==> config.mk <==
export PLATFORM = sky130hd
export DESIGN_NAME = demux_1_to_4_buffered
export DESIGN_NICKNAME = d
export VERILOG_FILES = /design/src/rtl/demux_pkg.sv /design/src/rtl/demux_lane_buffer.sv /design/src/rtl/demux_1_to_4_buffered.sv
export SDC_FILE = /design/constraint.sdc
export NUM_CORES = 1
export LEC_CHECK = 0
export CAP_MARGIN = 20
export CORE_ASPECT_RATIO = 1.2
export CORE_MARGIN = 5
export CORE_UTILIZATION = 56
export CTS_CLUSTER_DIAMETER = 30
export CTS_CLUSTER_SIZE = 30
export DETAILED_ROUTE_END_ITERATION = 12
export DONT_BUFFER_PORTS = 1
export GPL_TIMING_DRIVEN = 0
export PLACE_DENSITY = 0.8
export SYNTH_ARGS = -nofsm -noshare
export SYNTH_HDL_FRONTEND = slang
export SYNTH_SLANG_ARGS = --single-unit
==> constraint.sdc <==
create_clock -name clk -period 4.4 [get_ports clk]
set_input_delay 0.88 -clock clk [delete_from_list [all_inputs] [get_ports clk]]
set_output_delay 0.88 -clock clk [all_outputs]
set_load 0.005 [all_outputs]
==> src/rtl/demux_pkg.sv <==
// demux_pkg: shared constants and lane state encoding for the buffered 1-to-4 demux
// Optional feature macro: DEMUX_LANE_COUNT_EN (per-lane drain counters)
package demux_pkg;
    localparam int LANES   = 4;
    localparam int SEL_W   = 2;
    localparam int COUNT_W = 8;
    typedef enum logic {
        LANE_EMPTY = 1'b0,
        LANE_FULL  = 1'b1
    } lane_state_t;
endpackage

==> src/rtl/demux_lane_buffer.sv <==
// demux_lane_buffer: one-entry register slice holding a single word for one output lane
// Ports: clk, reset (async, active-high), load (accept data_in this edge),
//        ready (consumer takes the word), data_in, valid/data (holding register),
//        count (completed drains, only with DEMUX_LANE_COUNT_EN)
module demux_lane_buffer
    import demux_pkg::*;
#(
    parameter int N_BITS = 32
) (
    input  logic              clk,
    input  logic              reset,
    input  logic              load,
    input  logic              ready,
    input  logic [N_BITS-1:0] data_in,
    output logic              valid,
    output logic [N_BITS-1:0] data
`ifdef DEMUX_LANE_COUNT_EN
    ,
    output logic [COUNT_W-1:0] count
`endif
);
    lane_state_t state, state_next;
    logic        drain;

    assign valid = (state == LANE_FULL);
    assign drain = valid & ready;

    // A load wins over a drain so a simultaneous drain+load stays FULL with the new word.
    always_comb begin
        state_next = state;
        state_next = load ? LANE_FULL : (drain ? LANE_EMPTY : state);
    end

    always_ff @(posedge clk or posedge reset) begin
        if (reset) state <= LANE_EMPTY;
        else       state <= state_next;
    end

    always_ff @(posedge clk or posedge reset) begin
        if (reset)     data <= '0;
        else if (load) data <= data_in;
    end

`ifdef DEMUX_LANE_COUNT_EN
    // Natural 8-bit wrap gives 255 -> 0.
    always_ff @(posedge clk or posedge reset) begin
        if (reset)      count <= '0;
        else if (drain) count <= count + 1'b1;
    end
`endif
endmodule

==> src/rtl/demux_1_to_4_buffered.sv <==
// demux_1_to_4_buffered: steers one valid/ready stream into four independently draining lanes
// Ports: clk, reset (async, active-high), Selector (destination lane), In_Valid/In_Data/In_Ready
//        (input stream), Out_Valid/Out_Ready (per-lane handshake), Out_Data_0..3 (lane registers),
//        Out_Count_0..3 (per-lane drain counts, only with DEMUX_LANE_COUNT_EN)
module demux_1_to_4_buffered
    import demux_pkg::*;
#(
    parameter int N_BITS = 32
) (
    input  logic              clk,
    input  logic              reset,
    input  logic [SEL_W-1:0]  Selector,
    input  logic              In_Valid,
    input  logic [N_BITS-1:0] In_Data,
    output logic              In_Ready,
    output logic [LANES-1:0]  Out_Valid,
    input  logic [LANES-1:0]  Out_Ready,
    output logic [N_BITS-1:0] Out_Data_0,
    output logic [N_BITS-1:0] Out_Data_1,
    output logic [N_BITS-1:0] Out_Data_2,
    output logic [N_BITS-1:0] Out_Data_3
`ifdef DEMUX_LANE_COUNT_EN
    ,
    output logic [COUNT_W-1:0] Out_Count_0,
    output logic [COUNT_W-1:0] Out_Count_1,
    output logic [COUNT_W-1:0] Out_Count_2,
    output logic [COUNT_W-1:0] Out_Count_3
`endif
);
    logic [LANES-1:0]             load;
    logic [LANES-1:0][N_BITS-1:0] lane_data;
`ifdef DEMUX_LANE_COUNT_EN
    logic [LANES-1:0][COUNT_W-1:0] lane_count;
`endif

    // Only the addressed lane gates acceptance; a draining lane passes a new word through.
    assign In_Ready = ~Out_Valid[Selector] | Out_Ready[Selector];

    genvar i;
    generate
        for (i = 0; i < LANES; i++) begin : g_lane
            assign load[i] = In_Valid & In_Ready & (Selector == SEL_W'(i));
            demux_lane_buffer #(.N_BITS(N_BITS)) u_lane (
                .clk     (clk),
                .reset   (reset),
                .load    (load[i]),
                .ready   (Out_Ready[i]),
                .data_in (In_Data),
                .valid   (Out_Valid[i]),
                .data    (lane_data[i])
`ifdef DEMUX_LANE_COUNT_EN
                ,
                .count   (lane_count[i])
`endif
            );
        end
    endgenerate

    assign Out_Data_0 = lane_data[0];
    assign Out_Data_1 = lane_data[1];
    assign Out_Data_2 = lane_data[2];
    assign Out_Data_3 = lane_data[3];
`ifdef DEMUX_LANE_COUNT_EN
    assign Out_Count_0 = lane_count[0];
    assign Out_Count_1 = lane_count[1];
    assign Out_Count_2 = lane_count[2];
    assign Out_Count_3 = lane_count[3];
`endif
endmodule

==> results of run 1 <==
## routing by layer
metal / routed length, µm / share of wire, % / track usage (%) / up-vias
li1: - / - / - / 1080
met1: 3530 / 33 / 22.4 / 1317
met2: 5730 / 53 / 34.8 / 125
met3: 1330 / 12 / 10.8 / 18
met4: 231 / 2.1 / 8.42 / 0
met5: 0 / 0 / 0 / -
## registers in the layout (all words and copies together), names as in the netlist
name / count
g_lane.u_lane.valid: 4
g_lane.u_lane.data: 128
## worst paths after layout
check | startpoint | to | depth (start not counted)
setup / recovery | Out_Ready[1] | In_Ready | 2
setup reg to reg | g_lane[2].u_lane.valid$_DFFE_PP0P_ | g_lane[2].u_lane.data[2]$_DFFE_PP0P_ | 4
hold / removal | reset | g_lane[1].u_lane.data[15]$_DFFE_PP0P_ | 1
min in group clk | Selector[0] | g_lane[2].u_lane.valid$_DFFE_PP0P_ | 1
hold reg to reg | g_lane[2].u_lane.data[5]$_DFFE_PP0P_ | g_lane[2].u_lane.data[5]$_DFFE_PP0P_ | 1
max in group asynchronous | reset | g_lane[0].u_lane.data[0]$_DFFE_PP0P_ | 3
## where the power goes
group | total (mW) | internal (mW) | switching, mW
Sequential | 1.69 | 1.47 | 0.222
Clock | 1.55 | 1.05 | 0.502
Combinational | 0.326 | 0.209 | 0.117
Total | 3.57 | 2.73 | 0.841
## layout by cell type (no fill, tap or decap), drive strengths merged
cell        n
and3        1
buf        21
bufinv      6
clkbuf     19
clkinv      4
clkinvlp    4
dfrtp     132
mux2      128
mux4        1
nand2       5
nand2b      4
nand3       1
nand3b      1
nor2b       2
nor3b       1
o21ai       1
## cell families after synthesis
group	after synthesis	synth area share (%)
buf+inv	19	2.87
compound gates	1	0.0999
simple gates	15	1.82
mux	129	29.2
flops	132	66.0
## layout make-up
type / instances / share of cell area [%]
Buffer: 18 / 2.38
Tap cell: 117 / 2.49
Clock buffer: 19 / 7.34
Multi-Input combinational cell: 145 / 26.5
Sequential cell: 132 / 56.2
Timing Repair Buffer: 3 / 1.02
Inverter: 1 / 0.128
Clock inverter: 13 / 3.92
## stage by stage
step                cells  cell area [µm²]
detailed placement    416             5220
global placement      413             5160
CTS                   448             5880
floorplan             296             5010
global route          448             5880
finish                448             5880
==> results.ini, run 1 <==
[synthesis]
ys.flop_type=dfrtp_1
synth_cells=296
synth_top_area_share_pct=66.0
yosysMostFrequentCell=dfrtp_1
synth_common_cells=132 x dfrtp_1, 124 x mux2_2, 10 x buf_4
synth.largest_area_cell=dfrtp_1
async_flop_share_pct=100
syn_nets=337
yosysWarnings=0
synth_cell_types=16
netlist_area_mm2=0.00501
synthTopCellsByArea=dfrtp_1 66%, mux2_2 28%, buf_4 1.5%
ys_seq_area_share_pct=66.0
synth_edf_count=0
avgSynthCellArea_um2=16.9
ys_ff_latch=132

[routing]
ant_nets=0
wl_um=10800
viasPerCell=5.67
drc=0
drtIter0Drc=77
vias=2540
dr.pass1.iters=3
post_drt_wl_per_cell_um=24.2

[clocking]
post_cts_buffers=0
holdBufCountCts=0
cts_buffers=17
clk_path_buf_depth=2
root_buffer=clkbuf_8
insertion_delay_ps=510
cts-resized-gates=0
h-tree-depth=4
clock_sinks=132
cts_tree=yes
path_clk_slew_ps=60

[timing]
relSlewSlack_pct=63.4
final.setup.tns_ps=0
finalCritPeriodShare_pct=54.9
fin_ws_ps=1990
whs_ps=210
rsz0062_at_grt=false
worst_pin_slew_ps=546
layout_min_cycle_time_ps=2410
hold_viol_final=0
fin_skew_ps=5.53
clock.fmax_mhz=414
drv_slew=0
setup_viol=0

[flow_run]
maxCapViolCount=0

[finish]
drive_gt1_share_pct=54.4
multi_input_area_mm2=0.00156
area_delta_synth_final_pct=17.4
regArea_mm2=0.00330
diodes=0
fillers=594
utilization_pct=67.9
nets=359

[floorplanning]
fp.coreArea_mm2=0.00866
fp.dieW_um=96.3
die_area_mm2=0.0109
dieHeight_um=114
pin_count=174
placementRows=37
initial_core_util_pct=57.8

[global_route]
grt_usage_pct=21.0
grt_pass1_vias=3006
grt_max_degree=45
grt_pass1_wl_um=16800
antenna_found_initial=0
grt-ovfl-total=0

[pwr]
p_per_area_mw_per_mm2=607
ir_worst_vdd_uv=417
p_leak_nw=2.56
p_total_mw=3.57

[worst_setup_path]
worstSetupPathType=primary input to output port
critPathLaunchType=primary input
reg2reg_slack_ps=2650
crit_arrival_ps=1530
worstPathRequired_ps=3520
cp_num_buf_inv=0
cp-end-kind=output port
worst-path-max-fanout=3
crit_chain=nand2b_1, mux4_2
crit_family=multiplexers
critPathSlowestCell=mux4_2
max_stage_delay_ps=490

[status]
status=completed

[place]
io_buffer_count=0
place_congestion=0.712
place_ws_ps=1980
hpwl_um=7490

[hold_path]
hp-class=primary input to asynchronous set/reset pin

Power figures use the tool's default switching activity.
==> run 2: changes to the inputs <==
Settings changed: CORE_UTILIZATION 56 to 60, PLACE_DENSITY 0.8 to 0.82.
Clock period 4.4 ns to 2.4 ns, I/O delays scaled along.
==> run 2 against run 1 <==
First-iteration DRC count down 25%. Critical path type is now flop to output port. Setup slack worse by 1500 ps. Largest power group unchanged. Routed wire length down 6.6%. Combinational power up 80%. Largest cell class unchanged. Cell area down 1.2%. Core utilization up 3.3 points. Cell count down 0.45%.
==> results.ini, run 2 (synthesized netlist as in run 1, its figures left out) <==
[finish]
utilization_pct=71.3
fin_cells=446
nets=360
post-route-cell-area_mm2=0.00581
drive_gt1_share_pct=54.5
mostFrequentLayoutCells=132 x dfrtp_1, 124 x mux2_2, 16 x clkbuf_16
regArea_mm2=0.00330
diodes=0
largest-register=g_lane.u_lane.data
mostFrequentLayoutCell=dfrtp_1
area_delta_synth_final_pct=16.0
fillers=534
largest_reg_flops=128
multi_input_area_mm2=0.00156

[routing]
drtIter0Drc=58
dr.pass1.iters=3
viasPerCell=5.61
drc=0
ant_nets=0
post_drt_wl_per_cell_um=22.7
wl_um=10100
vias=2500

[worst_setup_path]
critPathLaunchType=flop
worst-path-max-fanout=3
path_depth=2
cp_num_buf_inv=0
worstPathRequired_ps=1920
cp-end-kind=output port
critPathSlowestCell=mux4_2
worstSetupPathType=flop to output port
r2r-start=g_lane[2].u_lane.valid$_DFFE_PP0P_
crit_arrival_ps=1460
max_stage_delay_ps=500
crit_path_start=g_lane[3].u_lane.valid$_DFFE_PP0P_
crit_chain=nand2b_1, mux4_2
crit_family=multiplexers
reg2reg_slack_ps=720
timing.rr.end=g_lane[2].u_lane.data[27]$_DFFE_PP0P_
r2r_cells=4
endpoint=In_Ready

[status]
status=completed

[place]
hpwl_um=7260
place_congestion=0.729
io_buffer_count=0
place_inst=413
place_ws_ps=550
dpl_cell_area_mm2=0.00521

[timing]
layout_min_cycle_time_ps=1940
clock.fmax_mhz=516
drv_slew=0
finalCritPeriodShare_pct=80.8
fin_ws_ps=461
rsz0062_at_grt=false
worst_pin_slew_ps=516
setup_viol=0
fin_skew_ps=2.54
relSlewSlack_pct=65.5
final.setup.tns_ps=0
hold_viol_final=0
whs_ps=74.0

[global_route]
grt_usage_pct=21.2
grt-busiest-layer=met2
grt_pass1_vias=2900
grt-ovfl-total=0
grt.met3_usage_pct=11.6
grt_use_met1_pct=21.8
grt_max_degree=43
use_met2_pct=35.3
grt_pass1_wl_um=16100
antenna_found_initial=0

[pwr]
p_leak_nw=2.52
p_per_area_mw_per_mm2=1060
p_total_mw=6.15
ir_worst_vdd_uv=647

[clocking]
clk_path_buf_depth=2
cts-resized-gates=0
h-tree-depth=4
cts_buffers=17
root_buffer=clkbuf_8
path_clk_slew_ps=60
cts_tree=yes
insertion_delay_ps=520
clock_sinks=132

[floorplanning]
dieHeight_um=110
initial_core_util_pct=61.4
placementRows=36
pin_count=174
fp.coreArea_mm2=0.00815
fp.dieW_um=93.4
die_area_mm2=0.0103

[hold_path]
hp-class=primary input to flop

[flow_run]
maxCapViolCount=0

==> run 2: changes by cell type in the layout (fill, tap and decap cells not counted), sizes merged <==
cell | before | now
dlygate4sd3 | 0 | 1
bufinv | 6 | 2
clkbuf | 19 | 20
clkinvlp | 4 | 6
clkinv | 4 | 5
==> run 2: worst reg2reg max path: stages, from the launching register on <==
cell	delay, ps
dfrtp_1	380
nand2b_1	100
nor3b_2	420
buf_4	300
mux2_2	360
==> run 2: worst min path at each step <==
stage	from	to	slack, ps	cells after the start
finish	Selector[0]	g_lane[2].u_lane.valid$_DFFE_PP0P_	70	1
global route	Selector[0]	g_lane[2].u_lane.valid$_DFFE_PP0P_	60	1
CTS	Selector[0]	g_lane[2].u_lane.valid$_DFFE_PP0P_	50	1
detailed placement	reset	g_lane[2].u_lane.data[17]$_DFFE_PP0P_	410	1
global placement	g_lane[3].u_lane.data[23]$_DFFE_PP0P_	g_lane[3].u_lane.data[23]$_DFFE_PP0P_	500	1
floorplan	g_lane[3].u_lane.valid$_DFFE_PP0P_	g_lane[3].u_lane.valid$_DFFE_PP0P_	470	2
==> run 2: area by class of cell <==
cell class	instances	area share [%]
Buffer	18	2.41
Clock buffer	20	7.84
Clock inverter	12	2.24
Inverter	1	0.129
Multi-Input combinational cell	145	26.9
Sequential cell	132	56.9
Tap cell	114	2.46
Timing Repair Buffer	4	1.21
==> run 2: report_power, final <==
group	switching [mW]	total [mW]	internal, mW
clock network	0.919	2.47	1.55
registers	0.390	3.08	2.69
logic	0.204	0.587	0.383
total	1.51	6.15	4.63
==> run 2: layer usage <==
metal | share of wire, % | up-vias
met1 | 34 | 1266
met5 | 0 | -
met3 | 13 | 19
li1 | - | 1083
met2 | 51 | 132
met4 | 2.3 | 0
==> run 2: timing repair <==
item,4_1_cts,5_1_grt
setup buffers,0,0
endpoints found under the hold margin,20,0
hold buffers,1,0
setup endpoints to repair,0,0
